--- src/rtl/line_mem_ctrl_if.sv ---
// Bundle between the line requester, the burst controller and the word-wide memory.
// The controller takes the slave view; the requester/memory environment takes the master view.
interface line_mem_ctrl_if #(
    parameter int unsigned LINE_ADDR_LEN = 3,
    parameter int unsigned ADDR_LEN      = 11
) ();
    localparam int unsigned W  = 1 << LINE_ADDR_LEN;
    localparam int unsigned LA = ADDR_LEN - LINE_ADDR_LEN;

    logic                rd_req;
    logic [LA-1:0]       rd_line_addr;
    logic                wr_req;
    logic [LA-1:0]       wr_line_addr;
    logic [32*W-1:0]     wr_line;
    logic [32*W-1:0]     rd_line;
    logic                gnt;
    logic [ADDR_LEN-1:0] mem_addr;
    logic                mem_wr_req;
    logic [31:0]         mem_wr_data;
    logic [31:0]         mem_rd_data;

    modport master (
        output rd_req, rd_line_addr, wr_req, wr_line_addr, wr_line, mem_rd_data,
        input  rd_line, gnt, mem_addr, mem_wr_req, mem_wr_data
    );

    modport slave (
        input  rd_req, rd_line_addr, wr_req, wr_line_addr, wr_line, mem_rd_data,
        output rd_line, gnt, mem_addr, mem_wr_req, mem_wr_data
    );
endinterface

--- src/rtl/line_mem_ctrl.sv ---
// Cache-line burst controller: turns whole-line read/write requests into per-word memory
// cycles after a programmable access delay, then pulses gnt for one cycle.
module line_mem_ctrl #(
    parameter int unsigned LINE_ADDR_LEN = 3,
    parameter int unsigned ADDR_LEN      = 11,
    parameter int unsigned WAIT_CYCLES   = 4
) (
    input logic            clk,
    input logic            rst,
    line_mem_ctrl_if.slave bus
);
    localparam int unsigned W   = 1 << LINE_ADDR_LEN;
    localparam int unsigned LA  = ADDR_LEN - LINE_ADDR_LEN;
    localparam int unsigned WCW = (WAIT_CYCLES > 1) ? $clog2(WAIT_CYCLES) : 1;
    localparam int unsigned CW  = LINE_ADDR_LEN + 1;

    localparam logic [WCW-1:0] WAIT_LAST = WCW'((WAIT_CYCLES > 0) ? WAIT_CYCLES - 1 : 0);
    localparam logic [CW-1:0]  WR_LAST   = CW'(W - 1);
    localparam logic [CW-1:0]  RD_LAST   = CW'(W);

    typedef enum logic [2:0] {StIdle, StWait, StWrXfer, StRdXfer, StDone} state_e;

    state_e                 state_q, state_d;
    logic   [CW-1:0]        cnt_q, cnt_d;
    logic   [WCW-1:0]       wait_q, wait_d;
    logic                   op_wr_q, op_wr_d;
    logic   [LA-1:0]        line_q, line_d;
    logic   [32*W-1:0]      wdata_q, wdata_d;
    logic   [32*W-1:0]      rd_line_q, rd_line_d;
    logic   [LINE_ADDR_LEN-1:0] rd_widx;

    // Read data trails the address by one cycle, so cnt addresses word cnt and captures cnt-1.
    assign rd_widx = cnt_q[LINE_ADDR_LEN-1:0] - 1'b1;

    always_comb begin
        state_d   = state_q;
        cnt_d     = cnt_q;
        wait_d    = wait_q;
        op_wr_d   = op_wr_q;
        line_d    = line_q;
        wdata_d   = wdata_q;
        rd_line_d = rd_line_q;

        bus.gnt         = 1'b0;
        bus.mem_addr    = '0;
        bus.mem_wr_req  = 1'b0;
        bus.mem_wr_data = '0;

        unique case (state_q)
            StIdle: begin
                if (bus.wr_req) begin
                    op_wr_d = 1'b1;
                    line_d  = bus.wr_line_addr;
                    wdata_d = bus.wr_line;
                    cnt_d   = '0;
                    wait_d  = '0;
                    state_d = (WAIT_CYCLES == 0) ? StWrXfer : StWait;
                end else if (bus.rd_req) begin
                    op_wr_d = 1'b0;
                    line_d  = bus.rd_line_addr;
                    cnt_d   = '0;
                    wait_d  = '0;
                    state_d = (WAIT_CYCLES == 0) ? StRdXfer : StWait;
                end
            end
            StWait: begin
                if (wait_q == WAIT_LAST) begin
                    wait_d  = '0;
                    state_d = op_wr_q ? StWrXfer : StRdXfer;
                end else begin
                    wait_d = wait_q + 1'b1;
                end
            end
            StWrXfer: begin
                bus.mem_addr    = {line_q, cnt_q[LINE_ADDR_LEN-1:0]};
                bus.mem_wr_req  = 1'b1;
                bus.mem_wr_data = wdata_q[{cnt_q[LINE_ADDR_LEN-1:0], 5'b0} +: 32];
                if (cnt_q == WR_LAST) begin
                    cnt_d   = '0;
                    state_d = StDone;
                end else begin
                    cnt_d = cnt_q + 1'b1;
                end
            end
            StRdXfer: begin
                if (!cnt_q[LINE_ADDR_LEN]) begin
                    bus.mem_addr = {line_q, cnt_q[LINE_ADDR_LEN-1:0]};
                end
                if (cnt_q != '0) begin
                    rd_line_d[{rd_widx, 5'b0} +: 32] = bus.mem_rd_data;
                end
                if (cnt_q == RD_LAST) begin
                    cnt_d   = '0;
                    state_d = StDone;
                end else begin
                    cnt_d = cnt_q + 1'b1;
                end
            end
            StDone: begin
                bus.gnt = 1'b1;
                state_d = StIdle;
            end
            default: state_d = StIdle;
        endcase
    end

    always_ff @(posedge clk or negedge rst) begin
        if (!rst) begin
            state_q   <= StIdle;
            cnt_q     <= '0;
            wait_q    <= '0;
            op_wr_q   <= 1'b0;
            line_q    <= '0;
            wdata_q   <= '0;
            rd_line_q <= '0;
        end else begin
            state_q   <= state_d;
            cnt_q     <= cnt_d;
            wait_q    <= wait_d;
            op_wr_q   <= op_wr_d;
            line_q    <= line_d;
            wdata_q   <= wdata_d;
            rd_line_q <= rd_line_d;
        end
    end

    assign bus.rd_line = rd_line_q;
endmodule

--- src/flat_wrapper.sv ---
// flat-port wrapper written by rule: the top's interface ports become plain ports
module line_mem_ctrl_flat 
#(
    parameter int unsigned LINE_ADDR_LEN = 3,
    parameter int unsigned ADDR_LEN      = 11,
    parameter int unsigned WAIT_CYCLES   = 4
)
  (clk, rst, bus_rd_req, bus_rd_line_addr, bus_wr_req, bus_wr_line_addr, bus_wr_line, bus_mem_rd_data, bus_rd_line, bus_gnt, bus_mem_addr, bus_mem_wr_req, bus_mem_wr_data);
  line_mem_ctrl_if #(.LINE_ADDR_LEN(LINE_ADDR_LEN), .ADDR_LEN(ADDR_LEN)) bus_i ();
  input logic clk;
  input logic rst;
  input wire logic [$bits(bus_i.rd_req)-1:0] bus_rd_req;
  input wire logic [$bits(bus_i.rd_line_addr)-1:0] bus_rd_line_addr;
  input wire logic [$bits(bus_i.wr_req)-1:0] bus_wr_req;
  input wire logic [$bits(bus_i.wr_line_addr)-1:0] bus_wr_line_addr;
  input wire logic [$bits(bus_i.wr_line)-1:0] bus_wr_line;
  input wire logic [$bits(bus_i.mem_rd_data)-1:0] bus_mem_rd_data;
  output wire logic [$bits(bus_i.rd_line)-1:0] bus_rd_line;
  output wire logic [$bits(bus_i.gnt)-1:0] bus_gnt;
  output wire logic [$bits(bus_i.mem_addr)-1:0] bus_mem_addr;
  output wire logic [$bits(bus_i.mem_wr_req)-1:0] bus_mem_wr_req;
  output wire logic [$bits(bus_i.mem_wr_data)-1:0] bus_mem_wr_data;
  assign bus_i.rd_req = bus_rd_req;
  assign bus_i.rd_line_addr = bus_rd_line_addr;
  assign bus_i.wr_req = bus_wr_req;
  assign bus_i.wr_line_addr = bus_wr_line_addr;
  assign bus_i.wr_line = bus_wr_line;
  assign bus_i.mem_rd_data = bus_mem_rd_data;
  assign bus_rd_line = bus_i.rd_line;
  assign bus_gnt = bus_i.gnt;
  assign bus_mem_addr = bus_i.mem_addr;
  assign bus_mem_wr_req = bus_i.mem_wr_req;
  assign bus_mem_wr_data = bus_i.mem_wr_data;
  line_mem_ctrl #(.LINE_ADDR_LEN(LINE_ADDR_LEN), .ADDR_LEN(ADDR_LEN), .WAIT_CYCLES(WAIT_CYCLES)) u_core (.clk(clk), .rst(rst), .bus(bus_i));
endmodule
--- config.mk ---
export PLATFORM = sky130hd
export DESIGN_NAME = line_mem_ctrl_flat
export DESIGN_NICKNAME = d
export VERILOG_FILES = /design/src/rtl/line_mem_ctrl_if.sv /design/src/rtl/line_mem_ctrl.sv /design/src/flat_wrapper.sv
export SDC_FILE = /design/constraint.sdc
export NUM_CORES = 1
export LEC_CHECK = 0
export CORE_AREA = 2 2 237 239
export DETAILED_ROUTE_END_ITERATION = 16
export DIE_AREA = 0 0 239 241
export PLACE_DENSITY = 0.73
export RECOVER_POWER = 50
export SYNTH_ARGS = -nofsm -noshare
export SYNTH_HDL_FRONTEND = slang
export SYNTH_SLANG_ARGS = --single-unit
--- constraint.sdc ---
create_clock -name clk -period 5.1 [get_ports clk]
set_input_delay 1.02 -clock clk [delete_from_list [all_inputs] [get_ports clk]]
set_output_delay 1.02 -clock clk [all_outputs]
set_load 0.02 [all_outputs]
==> run summary, run 1 <==
status - finished, violations left
failing checks - capacitance limit, slew limit
Worst Hold Launch - u_core.bus.rd_line[147]
1st-pass router iterations - 5
grt ovf - 0
CTS tree - done
Final Util - 60.63%
maximum VDD drop - 0.3343 mV
R2R Setup Slk - 1.23 ns
Num CTS Buffers - 56
register area share after synthesis - 53.60%
Area growth, synth to finish - 34.48%
IO Pins - 609
Clk Latency, worst-skew pair - 0.61 ns
RSZ-0062 raised after global routing - false
synthesis-stage register bit count - 530
Worst Reg-to-Reg Cells - 8
cts repair resizes - 0
CTS sink cnt - 530
Initial Util - 45.09%
leakage power - 14.55 nW
Die Wd - 239 µm
WL final - 78.37 mm
max-cap violation count - 1
reg2reg end - u_core.bus.rd_line[4]
Final #Nets - 2828
Bufs and invs on worst path - 2
Post-Synthesis Cells - 1980
H-tree depth - 2
Crit path arrival time - 3.27 ns
vias in the first global route - 19468
slowest CP cell - dfrtp_4
commonest non-fill, non-tap cells in the layout - dfrtp_1, clkdlybuf4s50_1, mux2_2
post-route setup TNS - 0 ns
CP Launch Type - flip-flop
worst-path maximum fanout - 37
Post-Syn Nets - 2297
largest net degree at the start of global routing - 110
Synth cell types - 46
Syn. warnings - 0
row cnt - 86
slew at the pin closest to its max-slew limit - 3.042 ns
Setup CP Type - flip-flop to primary output
GR Util All Layers - 26.73%
Post-CTS Hold Buffers - 0
Pwr Density - 545.1 nW/µm²
Clock Skews - 0.02045 ns
routed via count - 18857
Antenna Nets Post-Route - 0
crit-path cells - buf_4 -> mux4_2 -> a22o_1 -> clkdlybuf4s50_1
hold worst-path end - u_core.bus.rd_line[147]
Fmax achieved - 232.9 MHz
core footprint - 54880 µm²
Post-Synthesis Cell Area - 24740 µm²
Post-route DRC - 0
# Post-CTS Setup Buffers - 0
Mean Syn Cell Area - 12.50 µm²
Die Y - 241 µm
peak per-stage delay on the critical path - 0.77 ns
die area - 57600 µm²
HPWL after detailed placement - 52.85 mm
Tcrit/Tclk final - 84.21%
Final Hold Viols - 0
worst hold stages - 1
RePlAce Congestion - 0.8433
Pins Over Slew Limit - 107
first-pass GRT wire length - 118.2 mm
worst relative slew slack - -102.8%
DR iter-0 viols - 1424
ys flop type - dfrtp_1
Tmin final - 4.295 ns
Critical Path End Type - primary output
Setup Viol. Count Final - 0
drt via density - 5.781
most common cell after layout, fill and taps aside - dfrtp_1
CP top delay family - buffers and inverters
Worst Path Required - 4.08 ns
DR WL/cell - 24.02 µm
port bufs - 608
Async SR Flop Fraction - 100.0%
layout cells sized above 1 - 20.02%
Reg clk slew, reported paths - 0.06 ns
initial antenna violation count - 17
EDFF count, synth - 0
r2r startpoint - u_core.cnt_q[0]
hold crit path type - flip-flop to flip-flop
Root Buffer - clkbuf_16
Clock Path Buffers - 3
flip-flops by register name (all words and copies together) (netlist names):
register	count
u_core.cnt_q	4
u_core.state_q	3
u_core.bus.rd_line	256
u_core.line_q	8
u_core.op_wr_q	1
u_core.wdata_q	256
u_core.wait_q	2
synth_stat cells, types with 4 or more instances:
master	number	area [µm²]
nor2_1	5	18.77
a41oi_1	64	560.5
inv_1	195	732.0
o211ai_1	128	960.9
nor3b_1	4	30.03
buf_2	68	340.3
and2_1	15	93.84
nor2b_1	65	406.6
mux4_2	64	1441
buf_4	6	45.04
clkbuf_1	79	296.5
mux2_1	30	337.8
nand4_1	128	800.8
nand2b_1	129	807.0
dfrtp_1	530	13260
ha_1	9	112.6
a22o_1	35	306.5
o21ai_0	62	310.3
mux2_2	307	3457
nand3_1	4	20.02
buf_1	17	63.81
through the flow:
stage	hold slack [ns]	power, mW	cell area (µm²)	setup WS (ns)	instances
2_1_floorplan	0.4501	11.49	24740	1.671	1980
3_3_place_gp	0.4662	13.89	31470	1.247	3157
3_5_place_dp	0.4740	14.21	31470	1.125	3157
4_1_cts	0.4884	18.32	33290	0.7195	3256
5_1_grt	0.4920	19.08	33260	0.3918	3258
6_report	0.4814	18.14	33270	0.8054	3262
how the worst max path moves through the flow:
stage / startpoint / end / cells after the start
2_1_floorplan: u_core.cnt_q[1] / u_core.bus.rd_line[10] / 11
3_3_place_gp: u_core.cnt_q[0] / u_core.bus.rd_line[13] / 8
3_5_place_dp: u_core.cnt_q[0] / u_core.bus.rd_line[11] / 8
4_1_cts: u_core.cnt_q[1] / bus_mem_wr_data[14] / 4
5_1_grt: rst / u_core.wdata_q[187] / 2
6_report: u_core.cnt_q[1] / bus_mem_wr_data[14] / 4
worst register-to-register path: cells and delay by family (launching register included):
family        cells  cell delay (ns)
xor+xnor          1             0.45
fa+ha+maj         2             0.71
buf+inv           2             0.60
flops             1             0.85
mux               1             0.40
simple gates      2             0.75
cell type report:
class | count | area, µm²
Clock buffer | 82 | 1650
Inverter | 195 | 732.0
Fill cell | 4263 | 21600
Multi-Input combinational cell | 1085 | 10070
Clock inverter | 17 | 177.7
Tap cell | 704 | 880.8
Sequential cell | 530 | 13270
Timing Repair Buffer | 643 | 6482
Antenna cell | 6 | 15.01
cells by family after synthesis:
logic type | count (synthesis) | share of synthesized area [%]
and+or+nand+nor | 368 | 9.567
xor gates and xnor gates | 1 | 0.06575
muxes | 402 | 21.20
buffers and inverters | 365 | 5.972
DFF | 530 | 53.60
AOI/OAI and AO/OA | 305 | 9.137
adders and majority gates | 9 | 0.4551
routing by layer:
| layer | GRT usage (%) | wire, µm | vias up |
|---|---|---|---|
| met5 | 0 | 154 | - |
| met4 | 8.447 | 2164 | 24 |
| met3 | 9.436 | 7939 | 159 |
| met2 | 43.81 | 37710 | 822 |
| met1 | 33.23 | 30400 | 9626 |
| li1 | - | - | 8226 |
report_power, final:
part | total (mW) | switching (mW) | internal (mW)
registers | 6.64 | 0.984 | 5.65
logic | 7.42 | 3.73 | 3.70
clock network | 4.08 | 1.70 | 2.38
Power figures use the tool's default switching activity.
==> inputs of run 2 (changes only) <==
--- a/config.mk
+++ b/config.mk
@@ -5,10 +5,9 @@
 export SDC_FILE = /design/constraint.sdc
 export NUM_CORES = 1
 export LEC_CHECK = 0
-export CORE_AREA = 2 2 237 239
+export CORE_UTILIZATION = 45
 export DETAILED_ROUTE_END_ITERATION = 16
-export DIE_AREA = 0 0 239 241
-export PLACE_DENSITY = 0.73
+export PLACE_DENSITY = 0.76
 export RECOVER_POWER = 50
 export SYNTH_ARGS = -nofsm -noshare
 export SYNTH_HDL_FRONTEND = slang
==> constraint.sdc (replaced) <==
create_clock -name clk -period 3.7 [get_ports clk]
set_input_delay 0.74 -clock clk [delete_from_list [all_inputs] [get_ports clk]]
set_output_delay 0.74 -clock clk [all_outputs]
set_load 0.02 [all_outputs]
==> run summary, run 2 (synthesis gave the netlist of run 1 again) <==
CTS tree - done
IO Pins - 609 (unchanged)
Worst Reg-to-Reg Cells - 4 (-4)
Reg clk slew, reported paths - 0.06 ns (about the same)
R2R Setup Slk - 0.21 ns (-1.02 ns)
Final #Nets - 2842 (+0.50%)
Num CTS Buffers - 55 (-1.8%)
status - finished, violations left
layout cells sized above 1 - 20.26% (+0.24 points)
RePlAce Congestion - 0.8468 (+0.42%)
Setup Viol. Count Final - 0 (unchanged)
hold worst-path end - u_core.bus.rd_line[147]
1st-pass router iterations - 5 (unchanged)
die area - 55930 µm² (-2.9%)
Worst Hold Launch - u_core.bus.rd_line[147]
H-tree depth - 2 (unchanged)
HPWL after detailed placement - 53.28 mm (+0.82%)
core footprint - 54030 µm² (-1.6%)
Die Wd - 236.5 µm (-1.1%)
routed via count - 18954 (+0.51%)
largest net degree at the start of global routing - 97 (-12%)
drt via density - 5.793 (+0.21%)
maximum VDD drop - 0.5024 mV (+50%)
DR iter-0 viols - 1441 (+1.2%)
post-route setup TNS - 0 ns (unchanged)
Inst Count DP - 3163 (+0.19%)
first-pass GRT wire length - 118.6 mm (+0.37%)
CTS sink cnt - 530 (unchanged)
most common cell after layout, fill and taps aside - clkdlybuf4s50_1
commonest non-fill, non-tap cells in the layout - clkdlybuf4s50_1, dfrtp_1, mux2_2
design area - 33530 µm² (+0.77%)
grt ovf - 0 (unchanged)
Post-CTS Hold Buffers - 0 (unchanged)
Critical Path End Type - primary output
CP Launch Type - flip-flop
r2r startpoint - u_core.state_q[0]
Die Y - 236.5 µm (-1.9%)
Placement Cell Area - 31700 µm² (+0.74%)
Root Buffer - clkbuf_16
leakage power - 14.76 nW (+1.5%)
worst relative slew slack - -33.49% (+69 points)
vias in the first global route - 19416 (-0.27%)
Pwr Density - 758.9 nW/µm² (+39%)
slew at the pin closest to its max-slew limit - 2.002 ns (-1.039 ns)
initial antenna violation count - 17 (unchanged)
Layout Cells excl Fill - 3272 (+0.31%)
Crit path arrival time - 2.85 ns (-0.42 ns)
WL final - 77.38 mm (-1.3%)
Clock Path Buffers - 3 (unchanged)
max-cap violation count - 2 (+1)
Antenna Nets Post-Route - 0 (unchanged)
Clk Latency, worst-skew pair - 0.61 ns (about the same)
Clock Skews - 0.03296 ns (+0.01251 ns)
hold crit path type - flip-flop to flip-flop
Fmax achieved - 278.4 MHz
worst hold slack - 0.4810 ns (-0.0004530 ns)
Setup CP Type - flip-flop to primary output
worst-path maximum fanout - 32 (-14%)
Worst Path Required - 2.96 ns (-1.12 ns)
Tcrit/Tclk final - 97.09%
GR Util All Layers - 27.44% (+0.71 points)
Area growth, synth to finish - 35.51%
Post-route DRC - 0 (unchanged)
Tmin final - 3.592 ns
port bufs - 608 (unchanged)
Pins Over Slew Limit - 137 (+28%)
reg2reg end - u_core.wdata_q[42]
worst hold stages - 1 (unchanged)
Initial Util - 45.80% (+0.71 points)
failing checks - capacitance limit, slew limit
RSZ-0062 raised after global routing - false
Final Hold Viols - 0 (unchanged)
row cnt - 85 (-1.2%)
DR WL/cell - 23.65 µm (-1.6%)
[run 2: power breakdown]
group	switching (mW)	internal [mW]	leakage, nW	total [mW]
combinational	5.23	5.31	8.00	10.5
sequential	1.31	7.80	5.82	9.11
clock	2.32	3.47	0.944	5.79
[run 2: per-stage QoR]
step           power, mW  setup WS (ns)  utilization, %
6_report           25.45         0.1076           62.06
5_1_grt            26.76        0.02251           62.06
4_1_cts            25.65       0.004492           62.26
3_5_place_dp       19.76         0.4286           58.67
3_3_place_gp       19.28         0.5032           58.67
2_1_floorplan      15.84         0.2712               -
[run 2: final cells by class]
class	instances	area (µm²)
Fill cell	4091	20500
Sequential cell	530	13270
Multi-Input combinational cell	1085	10070
Timing Repair Buffer	658	6663
Clock buffer	88	1692
Tap cell	696	870.8
Inverter	195	732.0
Clock inverter	15	219.0
Antenna cell	5	12.51
[run 2: worst max-delay path, cell delays in order, from the launching register on]
cell and delay [ns]:
dfrtp_2 0.50, nand2b_2 0.30, nor3b_2 0.28, buf_12 0.27, a22o_1 0.23, clkdlybuf4s50_1 0.67
[run 2: timing repair]
action / CTS / global route
setup buffers: 1 / 0
gates resized for setup: 4 / 4
setup endpoints to repair: 38 / 29
[run 2: worst max-delay path by stage]
stage	startpoint	endpoint	slack, ns	depth (start not counted)
CTS	u_core.state_q[2]	bus_mem_wr_data[16]	0.004	5
global placement	u_core.cnt_q[0]	bus_mem_wr_data[25]	0.50	4
detailed placement	u_core.cnt_q[0]	u_core.bus.rd_line[21]	0.43	8
global route	u_core.state_q[2]	bus_mem_wr_data[16]	0.02	5
floorplan	u_core.cnt_q[1]	u_core.bus.rd_line[10]	0.27	11
finish	u_core.state_q[2]	bus_mem_wr_data[16]	0.11	5
[run 2: metal layers]
| layer | global-route usage, % | wire, µm | vias to the layer above | part of all wire, % |
|---|---|---|---|---|
| met5 | 0 | 121 | - | 0.16 |
| met4 | 10.15 | 2635 | 20 | 3.4 |
| met3 | 8.545 | 7793 | 164 | 10 |
| met2 | 43.99 | 37240 | 909 | 48 |
| met1 | 34.93 | 29600 | 9609 | 38 |
| li1 | - | - | 8252 | - |
==> inputs of run 3 (changes only) <==
--- a/config.mk
+++ b/config.mk
@@ -7,7 +7,7 @@
 export LEC_CHECK = 0
 export CORE_UTILIZATION = 45
 export DETAILED_ROUTE_END_ITERATION = 16
-export PLACE_DENSITY = 0.76
+export PLACE_DENSITY_LB_ADDON = 0.25
 export RECOVER_POWER = 50
 export SYNTH_ARGS = -nofsm -noshare
 export SYNTH_HDL_FRONTEND = slang
==> run summary, run 3 (synthesis gave the netlist of run 1 again) <==
peak per-stage delay on the critical path - 0.63 ns (-0.04 ns)
Inst Count DP - 3163 (unchanged)
design area - 33570 µm² (+0.11%)
max-cap violation count - 1 (-1)
crit-path cells - nand2b_2 -> nor3b_4 -> buf_4 -> buf_6 -> a22o_1 -> clkdlybuf4s50_1
Pwr Density - 761.2 nW/µm² (+0.31%)
worst-path maximum fanout - 16 (-50%)
RePlAce Congestion - 0.8525 (+0.67%)
Setup Viol. Count Final - 0 (unchanged)
die area - 55930 µm² (unchanged)
Clock Path Buffers - 3 (unchanged)
Initial Util - 45.80% (unchanged)
first-pass GRT wire length - 120.8 mm (+1.9%)
worst relative slew slack - -64.23% (-31 points)
layout cells sized above 1 - 20.54% (+0.27 points)
drt via density - 5.794 (about the same)
commonest non-fill, non-tap cells in the layout - clkdlybuf4s50_1, dfrtp_1, mux2_2
Crit path arrival time - 2.88 ns (+0.03 ns)
Clk Latency, worst-skew pair - 0.62 ns (about the same)
crit path to - bus_mem_wr_data[24]
H-tree depth - 2 (unchanged)
leakage power - 14.64 nW (-0.86%)
Filler Cell Count - 4188 (+2.4%)
largest net degree at the start of global routing - 118 (+22%)
HPWL after detailed placement - 53.51 mm (+0.43%)
slew at the pin closest to its max-slew limit - 2.463 ns (+0.4610 ns)
Reg clk slew, reported paths - 0.06 ns (about the same)
dpl ws - 0.3671 ns (-0.06151 ns)
Critical Path End Type - primary output
slowest CP cell - clkdlybuf4s50_1
Clock Skews - 0.02546 ns (-0.007501 ns)
Setup CP Type - flip-flop to primary output
Tcrit/Tclk final - 97.91% (+0.82 points)
Antenna Nets Post-Route - 0 (unchanged)
CTS tree - done
most common cell after layout, fill and taps aside - clkdlybuf4s50_1
r2r startpoint - u_core.state_q[0]
Worst setup startpoint - u_core.state_q[2]
1st-pass router iterations - 5 (unchanged)
core footprint - 54030 µm² (unchanged)
status - finished, violations left
row cnt - 85 (unchanged)
DR WL/cell - 24.19 µm (+2.3%)
final setup margin - 0.07715 ns (-0.03041 ns)
maximum VDD drop - 0.7323 mV (+46%)
Post-route DRC - 0 (unchanged)
Fmax achieved - 276.0 MHz (-0.84%)
port bufs - 608 (unchanged)
Final #Nets - 2849 (+0.25%)
GR Util All Layers - 28.08% (+0.64 points)
IO Pins - 609 (unchanged)
routed via count - 19003 (+0.26%)
R2R Setup Slk - 0.37 ns (+0.16 ns)
Die Y - 236.5 µm (unchanged)
hold crit path type - flip-flop to flip-flop
failing checks - capacitance limit, slew limit
Final Hold Viols - 0 (unchanged)
DR iter-0 viols - 1408 (-2.3%)
CTS sink cnt - 530 (unchanged)
Register Area - 13270 µm² (unchanged)
WL final - 79.35 mm (+2.5%)
area of the multi-input gates - 10070 µm² (about the same)
Tmin final - 3.623 ns (+0.03041 ns)
Die Wd - 236.5 µm (unchanged)
reg2reg end - u_core.wdata_q[187]
CP Launch Type - flip-flop
initial antenna violation count - 18 (+1)
Placement Cell Area - 31660 µm² (-0.12%)
Worst Reg-to-Reg Cells - 4 (unchanged)
Final Util - 62.13% (+0.069 points)
grt ovf - 0 (unchanged)
Area growth, synth to finish - 35.66%
Worst Path Required - 2.96 ns (about the same)
Final Total Pwr - 25.55 mW (+0.42%)
Root Buffer - clkbuf_16
Layout Cells excl Fill - 3280 (+0.24%)
Pins Over Slew Limit - 40 (-71%)
Num CTS Buffers - 57 (+3.6%)
vias in the first global route - 19794 (+1.9%)
Post-CTS Hold Buffers - 0 (unchanged)
[run 3: worst max-delay path: cells and delay by family (launching register included)]
kind	cells	cell delay, ns
buffers and inverters	3	1.03
AO/OA/AOI/OAI	1	0.22
AND/OR/NAND/NOR	2	0.51
flip-flops	1	0.50
[run 3: area by class of cell]
type	instances	share of cell area, %
Antenna cell	8	0.05964
Clock buffer	88	5.047
Sequential cell	530	39.54
Inverter	195	2.180
Multi-Input combinational cell	1085	30.01
Clock inverter	15	0.6448
Timing Repair Buffer	663	19.93
Tap cell	696	2.594
[run 3: worst min-delay path by stage]
stage,from,to,slack (ns),cells past startpoint
after floorplan,rst,u_core.bus.rd_line[0],0.44,0
after global placement,u_core.bus.rd_line[147],u_core.bus.rd_line[147],0.47,1
after detailed placement,u_core.bus.rd_line[130],u_core.bus.rd_line[130],0.47,1
after CTS,rst,u_core.cnt_q[2],0.007,1
after global routing,u_core.bus.rd_line[159],u_core.bus.rd_line[159],0.50,1
final,u_core.bus.rd_line[159],u_core.bus.rd_line[159],0.49,1
[run 3: metrics by stage]
| stage | setup TNS [ns] | hold WS (ns) |
|---|---|---|
| floorplan | 0 | 0.4444 |
| global placement | 0 | 0.4669 |
| detailed placement | 0 | 0.4737 |
| CTS | 0 | 0.007308 |
| global route | -0.02762 | 0.4996 |
| finish | 0 | 0.4878 |
[run 3: where the power goes]
part           leakage (nW)  switching (mW)  internal (mW)
logic                  7.88            5.26           5.35
clock network         0.934            2.36           3.48
registers              5.82            1.31           7.80
total                  14.6            8.93           16.6
[run 3: repair_timing]
item / CTS / global route
endpoints found under the setup margin: 30 / 7
resized for setup: 5 / 3
cloned: 0 / 1
setup buffers: 3 / 2
pin swaps: 0 / 1
[run 3: routing by layer]
layer  GRT usage [%]  part of all wire (%)
met5               0                  0.18
met4           9.307                   2.9
met3           8.953                   9.5
met2           45.23                    48
met1           35.86                    39
